--- config.mk ---
export PLATFORM = sky130hd
export DESIGN_NAME = fetch_sequencer
export DESIGN_NICKNAME = d
export VERILOG_FILES = /design/src/rtl/cpu_pkg.sv /design/src/rtl/fetch_sequencer.sv
export SDC_FILE = /design/constraint.sdc
export NUM_CORES = 1
export LEC_CHECK = 0
export ABC_AREA = 1
export CORE_MARGIN = 2
export CORE_UTILIZATION = 40
export DETAILED_ROUTE_END_ITERATION = 8
export PLACE_DENSITY = 0.75
export SYNTH_ARGS = -nofsm -noshare
export SYNTH_HDL_FRONTEND = slang
export SYNTH_SLANG_ARGS = --single-unit
--- constraint.sdc ---
create_clock -name clk -period 6.5 [get_ports clk]
set_clock_uncertainty 0.15 [all_clocks]
set_input_delay 1.95 -clock clk [delete_from_list [all_inputs] [get_ports clk]]
set_output_delay 1.95 -clock clk [all_outputs]
set_load 0.01 [all_outputs]
--- src/rtl/cpu_pkg.sv ---
// Shared CPU definitions: datapath widths, instruction opcodes, register
// names and the fetch sequencer state encoding.
package cpu_pkg;

  localparam int CPU_ADDR_W  = 16;
  localparam int CPU_INSTR_W = 16;

  // Instruction word layout: [15:12] opcode, [11:9] rd, [8:6] rs, [5:0] imm/rt
  typedef enum logic [3:0] {
    OP_NOP  = 4'h0,
    OP_ADD  = 4'h1,
    OP_SUB  = 4'h2,
    OP_AND  = 4'h3,
    OP_OR   = 4'h4,
    OP_XOR  = 4'h5,
    OP_LD   = 4'h6,
    OP_ST   = 4'h7,
    OP_ADDI = 4'h8,
    OP_BEQ  = 4'h9,
    OP_BNE  = 4'hA,
    OP_JMP  = 4'hB,
    OP_JAL  = 4'hC,
    OP_HALT = 4'hF
  } opcode_t;

  typedef enum logic [2:0] {
    R0, R1, R2, R3, R4, R5, R6, R7
  } reg_t;

  typedef enum logic [1:0] {
    BOOT  = 2'd0,
    RUN   = 2'd1,
    HALT  = 2'd2,
    FAULT = 2'd3
  } fetch_state_t;

  function automatic opcode_t instr_opcode(input logic [CPU_INSTR_W-1:0] instr);
    return opcode_t'(instr[15:12]);
  endfunction

  function automatic logic is_halt(input logic [CPU_INSTR_W-1:0] instr);
    return instr[15:12] == OP_HALT;
  endfunction

  // Saturating increment for 16-bit event counters.
  function automatic logic [15:0] sat_inc16(input logic [15:0] value);
    return (value == 16'hFFFF) ? value : value + 16'd1;
  endfunction

endpackage

--- src/rtl/fetch_sequencer.sv ---
// Instruction fetch sequencer for the IF stage.
// Owns the PC, launches one synchronous read per cycle into the 16-bit
// instruction memory and tags the returning word with its PC and a valid bit.
// Handles stall, redirect (with kill of the in-flight word), halt and
// out-of-range address faults.
// Optional build macro FETCH_PERF_EN adds saturating perf counters
// perf_fetch_o / perf_kill_o / perf_stall_o.
//
// state | meaning
// BOOT  | one idle cycle after reset, no fetch
// RUN   | fetching one word per cycle unless stalled
// HALT  | fetching stopped by HALT; a redirect restarts it
// FAULT | fetch address ran past the implemented memory; reset only
module fetch_sequencer
  import cpu_pkg::*;
#(
  parameter int                ADDR_W    = CPU_ADDR_W,
  parameter int                INSTR_W   = CPU_INSTR_W,
  parameter int                MEM_DEPTH = 256,
  parameter logic [ADDR_W-1:0] RESET_PC  = '0
) (
  input  logic               clk,
  input  logic               rst_n,
  input  logic               stall_i,
  input  logic               redirect_v_i,
  input  logic [ADDR_W-1:0]  redirect_pc_i,
  input  logic               halt_i,
  output logic [ADDR_W-1:0]  imem_addr_o,
  output logic               imem_en_o,
  output logic               imem_kill_o,
  input  logic [INSTR_W-1:0] imem_instr_i,
  output logic [INSTR_W-1:0] if_instr_o,
  output logic [ADDR_W-1:0]  if_pc_o,
  output logic               if_valid_o,
`ifdef FETCH_PERF_EN
  output logic [15:0]        perf_fetch_o,
  output logic [15:0]        perf_kill_o,
  output logic [15:0]        perf_stall_o,
`endif
  output logic               fault_o
);

  fetch_state_t      state_q, state_d;
  logic [ADDR_W-1:0] pc_q, pc_d;
  logic [ADDR_W-1:0] inflight_pc_q, inflight_pc_d;
  logic              inflight_v_q, inflight_v_d;
  logic              fault_q, fault_d;
  logic              launch_en;
  logic              kill;
  logic              pc_out_of_range;

  // Widened compare so MEM_DEPTH == 2^ADDR_W never reports a fault.
  assign pc_out_of_range = (33'(pc_q) >= 33'(MEM_DEPTH));

  // State, PC, in-flight tag and sticky fault registers.
  always_ff @(posedge clk or negedge rst_n) begin
    if (!rst_n) begin
      state_q       <= BOOT;
      pc_q          <= RESET_PC;
      inflight_pc_q <= '0;
      inflight_v_q  <= 1'b0;
      fault_q       <= 1'b0;
    end else begin
      state_q       <= state_d;
      pc_q          <= pc_d;
      inflight_pc_q <= inflight_pc_d;
      inflight_v_q  <= inflight_v_d;
      fault_q       <= fault_d;
    end
  end

  // Next-state and per-cycle memory control; redirect outranks halt and stall.
  always_comb begin
    state_d       = state_q;
    pc_d          = pc_q;
    inflight_pc_d = inflight_pc_q;
    inflight_v_d  = inflight_v_q;
    fault_d       = fault_q;
    launch_en     = 1'b0;
    kill          = 1'b0;

    unique case (state_q)
      BOOT: begin
        state_d = RUN;
      end

      RUN: begin
        if (redirect_v_i) begin
          kill         = 1'b1;
          pc_d         = redirect_pc_i;
          inflight_v_d = 1'b0;
        end else if (halt_i) begin
          inflight_v_d = 1'b0;
          state_d      = HALT;
        end else if (stall_i) begin
          // Hold everything; the memory keeps presenting the last word.
        end else if (pc_out_of_range) begin
          fault_d      = 1'b1;
          inflight_v_d = 1'b0;
          state_d      = FAULT;
        end else begin
          launch_en     = 1'b1;
          inflight_pc_d = pc_q;
          inflight_v_d  = 1'b1;
          pc_d          = pc_q + ADDR_W'(1);
        end
      end

      HALT: begin
        if (redirect_v_i) begin
          kill         = 1'b1;
          pc_d         = redirect_pc_i;
          inflight_v_d = 1'b0;
          state_d      = RUN;
        end
      end

      FAULT: begin
        inflight_v_d = 1'b0;
      end

      default: begin
        state_d      = BOOT;
        inflight_v_d = 1'b0;
      end
    endcase
  end

  assign imem_addr_o = pc_q;
  assign imem_en_o   = launch_en;
  assign imem_kill_o = kill;
  assign if_instr_o  = imem_instr_i;
  assign if_pc_o     = inflight_pc_q;
  assign if_valid_o  = inflight_v_q & ~kill;
  assign fault_o     = fault_q;

`ifdef FETCH_PERF_EN
  logic [15:0] perf_fetch_q;
  logic [15:0] perf_kill_q;
  logic [15:0] perf_stall_q;
  logic        stall_event;

  assign stall_event = (state_q == RUN) & stall_i & ~redirect_v_i;

  // Saturating event counters: launches, accepted redirects, stalled RUN cycles.
  always_ff @(posedge clk or negedge rst_n) begin
    if (!rst_n) begin
      perf_fetch_q <= '0;
      perf_kill_q  <= '0;
      perf_stall_q <= '0;
    end else begin
      if (launch_en)   perf_fetch_q <= sat_inc16(perf_fetch_q);
      if (kill)        perf_kill_q  <= sat_inc16(perf_kill_q);
      if (stall_event) perf_stall_q <= sat_inc16(perf_stall_q);
    end
  end

  assign perf_fetch_o = perf_fetch_q;
  assign perf_kill_o  = perf_kill_q;
  assign perf_stall_o = perf_stall_q;
`endif

endmodule

# Word level (Yosys, flattened, before mapping)
# Cells that the tools add are included.
[classes]
add_sub_neg = 1
order_cmp = 1
eq_ne = 11
mux = 24
n_bitwise = 6
reduce_logical = 10
[op_table]
columns = ["op", "count"]
rows = [
  ["$mux 16", 5],
  ["$pmux 16 s2", 1],
  ["$reduce_and 5->1", 4],
  ["$add 16x1->16 const B", 1],
  ["$ge 16x9->1 const B", 1],
  ["$ne 3x3->1 const B", 5],
  ["$mux 1", 11],
  ["$mux 2", 5],
  ["$pmux 2 s3", 1],
  ["$reduce_bool 3->1", 2],
  ["$not 1->1", 5],
  ["$eq 2x2->1 const B", 2],
  ["$ne 2x2->1 const B", 2],
  ["$ne 4x4->1 const B", 1],
  ["$pmux 1 s3", 1],
  ["$reduce_and 3->1", 1],
  ["$eq 2x1->1 const B", 1],
  ["$logic_not 2->1", 1],
  ["$reduce_bool 2->1", 1],
  ["$reduce_or 2->1", 1],
  ["$and 1x1->1", 1],
]
[totals]
ff_bits = 36
inputBits = 37
out_inout_bits = 52
word_cells = 58

# Logic depth before layout (Yosys ltp)
[depth]
word_depth = 6
mapped_depth = 10
ltp_nobuf = 10

# Worst setup path after synthesis
# No wires, ideal clock.
[synth_path]
kind = "input port to output port"
from = "input halt_i"
to = "output imem_en_o"
arrival_time_ps = 2600
t_required_ps = 4400
path_slack_ps = 1800
cell_stages = 6
cell_sequence = "inv_2 -> nand2_1 -> nor3_1 -> nand2_2 -> inv_2 -> buf_4"
[synth_via]
elab_chain_len = 3
[synth_lines]
columns = ["element", "line", "source"]
rows = [
  ["from (decl)", "fetch_sequencer.sv:27", "input logic halt_i,"],
  ["$mux 1", "fetch_sequencer.sv:92", "end else if (halt_i) begin"],
  ["$mux 1", "fetch_sequencer.sv:88", "if (redirect_v_i) begin"],
  ["$mux 1", "fetch_sequencer.sv:82", "unique case (state_q)"],
  ["to (decl)", "fetch_sequencer.sv:29", "output logic imem_en_o,"],
]
# Every way passes these cells.

# Worst setup path in the final report
# Ends and elaborated chain as after synthesis.

==> qor.txt <==
DP Worst Slack - 665 ps
Starting Density - 0.411
CTS Buf Count - 5
Area leader, netlist - dfrtp_1
DIE WIDTH - 78.8 µm
Setup violations, final - 0
Final period util - 0.897
First-pass GRT wire length - 8630 µm
Slew HR - 0.351
Net Sw Frac - 0.416
GPL Wtd Cong - 0.867
WHS Path Cells - 2
Min Tclk post-route - 5830 ps
Total number of vias - 2009
Syn nets - 352
Min-delay worst type - reg2reg
Setup tns final - 0 ps
Internal Power - 0.693 mW
Reg area - 901 µm²
# Post-CTS Setup Buffers - 0
Area share of the largest cell type after synthesis - 0.403
Combinational power share - 0.486
Final Hold Viols - 0
Post-DR vias/cell - 4.73
Clock tree sinks - 36
WL/cell - 12.0 µm
First-pass detailed-route iteration total - 6
Vias in the first global route - 1922
CP Class - in2out
Number of synthesized register bits - 36
Pwr dens - 417 nW/µm²
Flop2flop setup slack - 3990 ps
Yosys Warn Count - 0
Switch Pwr - 0.494 mW
Clock Latency Late Sink - 290 ps
Post-Syn Area - 2240 µm²
Actual slew at the worst max-slew pin - 969 ps
H-tree depth - 2
Critical path endpoint category - output port
Crit-path max FO - 11
# fillers - 537
Main area contributors after synthesis - dfrtp_1, nand2_1, buf_4
Worst Path Required - 4400 ps
Worst R2R Start - state_q[0]$_DFFE_PN0P_
Fmax - 171 MHz
GR Util All Layers - 0.175
Clock slew at reported path FFs - 70 ps
Site Rows - 27
Hold WS - 334 ps
Remaining Overflow, GRT - 0
Fin worst setup slack - 668 ps
Leak Pwr - 1.35 nW
CTS tree - built
CP arrival - 3730 ps
Share of layout cells above drive strength 1 - 0.0850
Run status - finished, final reports clean
Worst Setup SP - halt_i
Antenna Cells - 0
Register area share after synthesis - 0.403
DRT Wirelength - 5110 µm
Crit start category - primary input
Post-route ant nets - 0
Detailed placement HPWL - 3740 µm
Avg Cell Area, Syn - 7.24 µm²
Hold Startpoint - if_pc_o[7]$_DFFE_PN0P_
Clock network power share - 0.170
Port Buf Inserts - 56
Library cells used by synthesis - 26
Endpoint of the worst hold-timing path - if_pc_o[7]$_DFFE_PN0P_
Post-Syn Instances - 309
Core Footprint - 5440 µm²
# hold bufs at CTS - 0
Root Buffer - clkbuf_8
Post-CTS Resized - 0
Die Ht - 78.8 µm
Area Growth Syn to Fin - 27.4%
Maximum VDD drop - 0.000213 V
Multi-input logic area - 1040 µm²
Clock buffer depth - 2
Initial DRC count - 69
RSZ-0062 raised after global routing - false
Initial antenna violation count - 0
Pins over their slew limit - 0
Die footprint - 6210 µm²
Cells on worst reg2reg path - 7
Final #Nets - 395
Part of the power in registers - 0.344
# DRC - 0
I/O pin cnt - 89
Max Cap Viol - 0
Largest net degree at the start of global routing - 37
Reg2Reg Capture Point - inflight_v_q$_DFFE_PN0P_
## area by class of cell
cell class,count,share of cell area
Sequential cell,36,0.316
Clock buffer,5,0.0241
Multi-Input combinational cell,216,0.365
Timing Repair Buffer,58,0.202
Inverter,35,0.0465
Tap cell,72,0.0316
Clock inverter,3,0.0149
## worst max path at each step
stage	end	slack, ps	depth (start not counted)
after floorplan	imem_en_o	1800	6
after global placement	imem_en_o	690	7
after detailed placement	imem_en_o	670	7
after CTS	imem_en_o	670	7
after global routing	imem_en_o	550	7
final	imem_en_o	670	7
## power by group through the flow
| stage | clock (mW) | sequential (mW) | combinational [mW] |
|---|---|---|---|
| 2_1_floorplan | 0 | 0.429 | 0.322 |
| 3_3_place_gp | 0 | 0.410 | 0.565 |
| 3_5_place_dp | 0 | 0.413 | 0.581 |
| 4_1_cts | 0.206 | 0.410 | 0.585 |
| 5_1_grt | 0.213 | 0.425 | 0.650 |
| 6_report | 0.202 | 0.409 | 0.577 |
## cell usage after synthesis
cell type	instances
a211oi_4	1
a21oi_1	2
buf_2	2
buf_4	19
buf_6	1
clkinv_2	1
dfrtp_1	36
ha_1	6
inv_1	30
inv_2	4
mux2i_1	1
nand2_1	106
nand2_2	2
nand2_4	1
nand3_1	19
nand4_1	6
nor2_1	35
nor2_4	1
nor3_1	3
o21ai_0	16
o21ai_1	1
o21ai_2	6
o21bai_1	2
or2_2	4
xnor2_1	2
xor2_1	2
## layer usage
metal | vias to the layer above | GRT usage | wire [µm]
met5 | - | 0 | 0
met4 | 0 | 0.0632 | 76
met3 | 8 | 0.0398 | 237
met2 | 57 | 0.292 | 2410
met1 | 913 | 0.221 | 2380
li1 | 1031 | - | -
## through the flow
| stage | cell area [µm²] | instances | util | power (mW) |
|---|---|---|---|---|
| floorplan | 2240 | 309 | - | 0.751 |
| global placement | 2740 | 417 | 0.504 | 0.974 |
| detailed placement | 2740 | 417 | 0.504 | 0.994 |
| CTS | 2850 | 425 | 0.524 | 1.20 |
| global route | 2850 | 425 | 0.524 | 1.29 |
| finish | 2850 | 425 | 0.524 | 1.19 |
## worst max-delay path, stage by stage
cell             delay (ps)
clkdlybuf4s50_1         510
inv_2                   110
nand2_1                  70
nor3_1                  250
nand2_2                 100
inv_2                   170
clkdlybuf4s50_1         570
## cell families (layout without fill, tap and decap cells)
logic type	Yosys count	in the layout	share of synthesized area
multiplexers	1	1	0.00447
buffers and inverters	57	101	0.133
AO/OA/AOI/OAI	28	28	0.0817
AND/OR/NAND/NOR	177	177	0.329
adder cells (fa/ha/maj)	6	6	0.0336
XOR/XNOR	4	4	0.0157
flip-flops	36	36	0.403
## sequential cells by signal, summed over array words and instances (netlist names)
name / cells
imem_addr_o: 16
fault_o: 1
inflight_v_q: 1
if_pc_o: 16
state_q: 2
## layout by cell type (no fill, tap or decap), types with 2 or more instances in the layout
master,Yosys,layout
nand2_1,106,106
clkdlybuf4s50_1,0,56
dfrtp_1,36,36
nor2_1,35,35
inv_1,30,30
nand3_1,19,19
o21ai_0,16,16
o21ai_2,6,6
nand4_1,6,6
ha_1,6,6
clkbuf_8,0,5
inv_2,4,4
or2_2,4,4
nor3_1,3,3
nand2_2,2,2
clkinv_2,1,2
o21bai_1,2,2
xnor2_1,2,2
xor2_1,2,2
a21oi_1,2,2
buf_4,19,2
(Power assumes the default switching activity.)
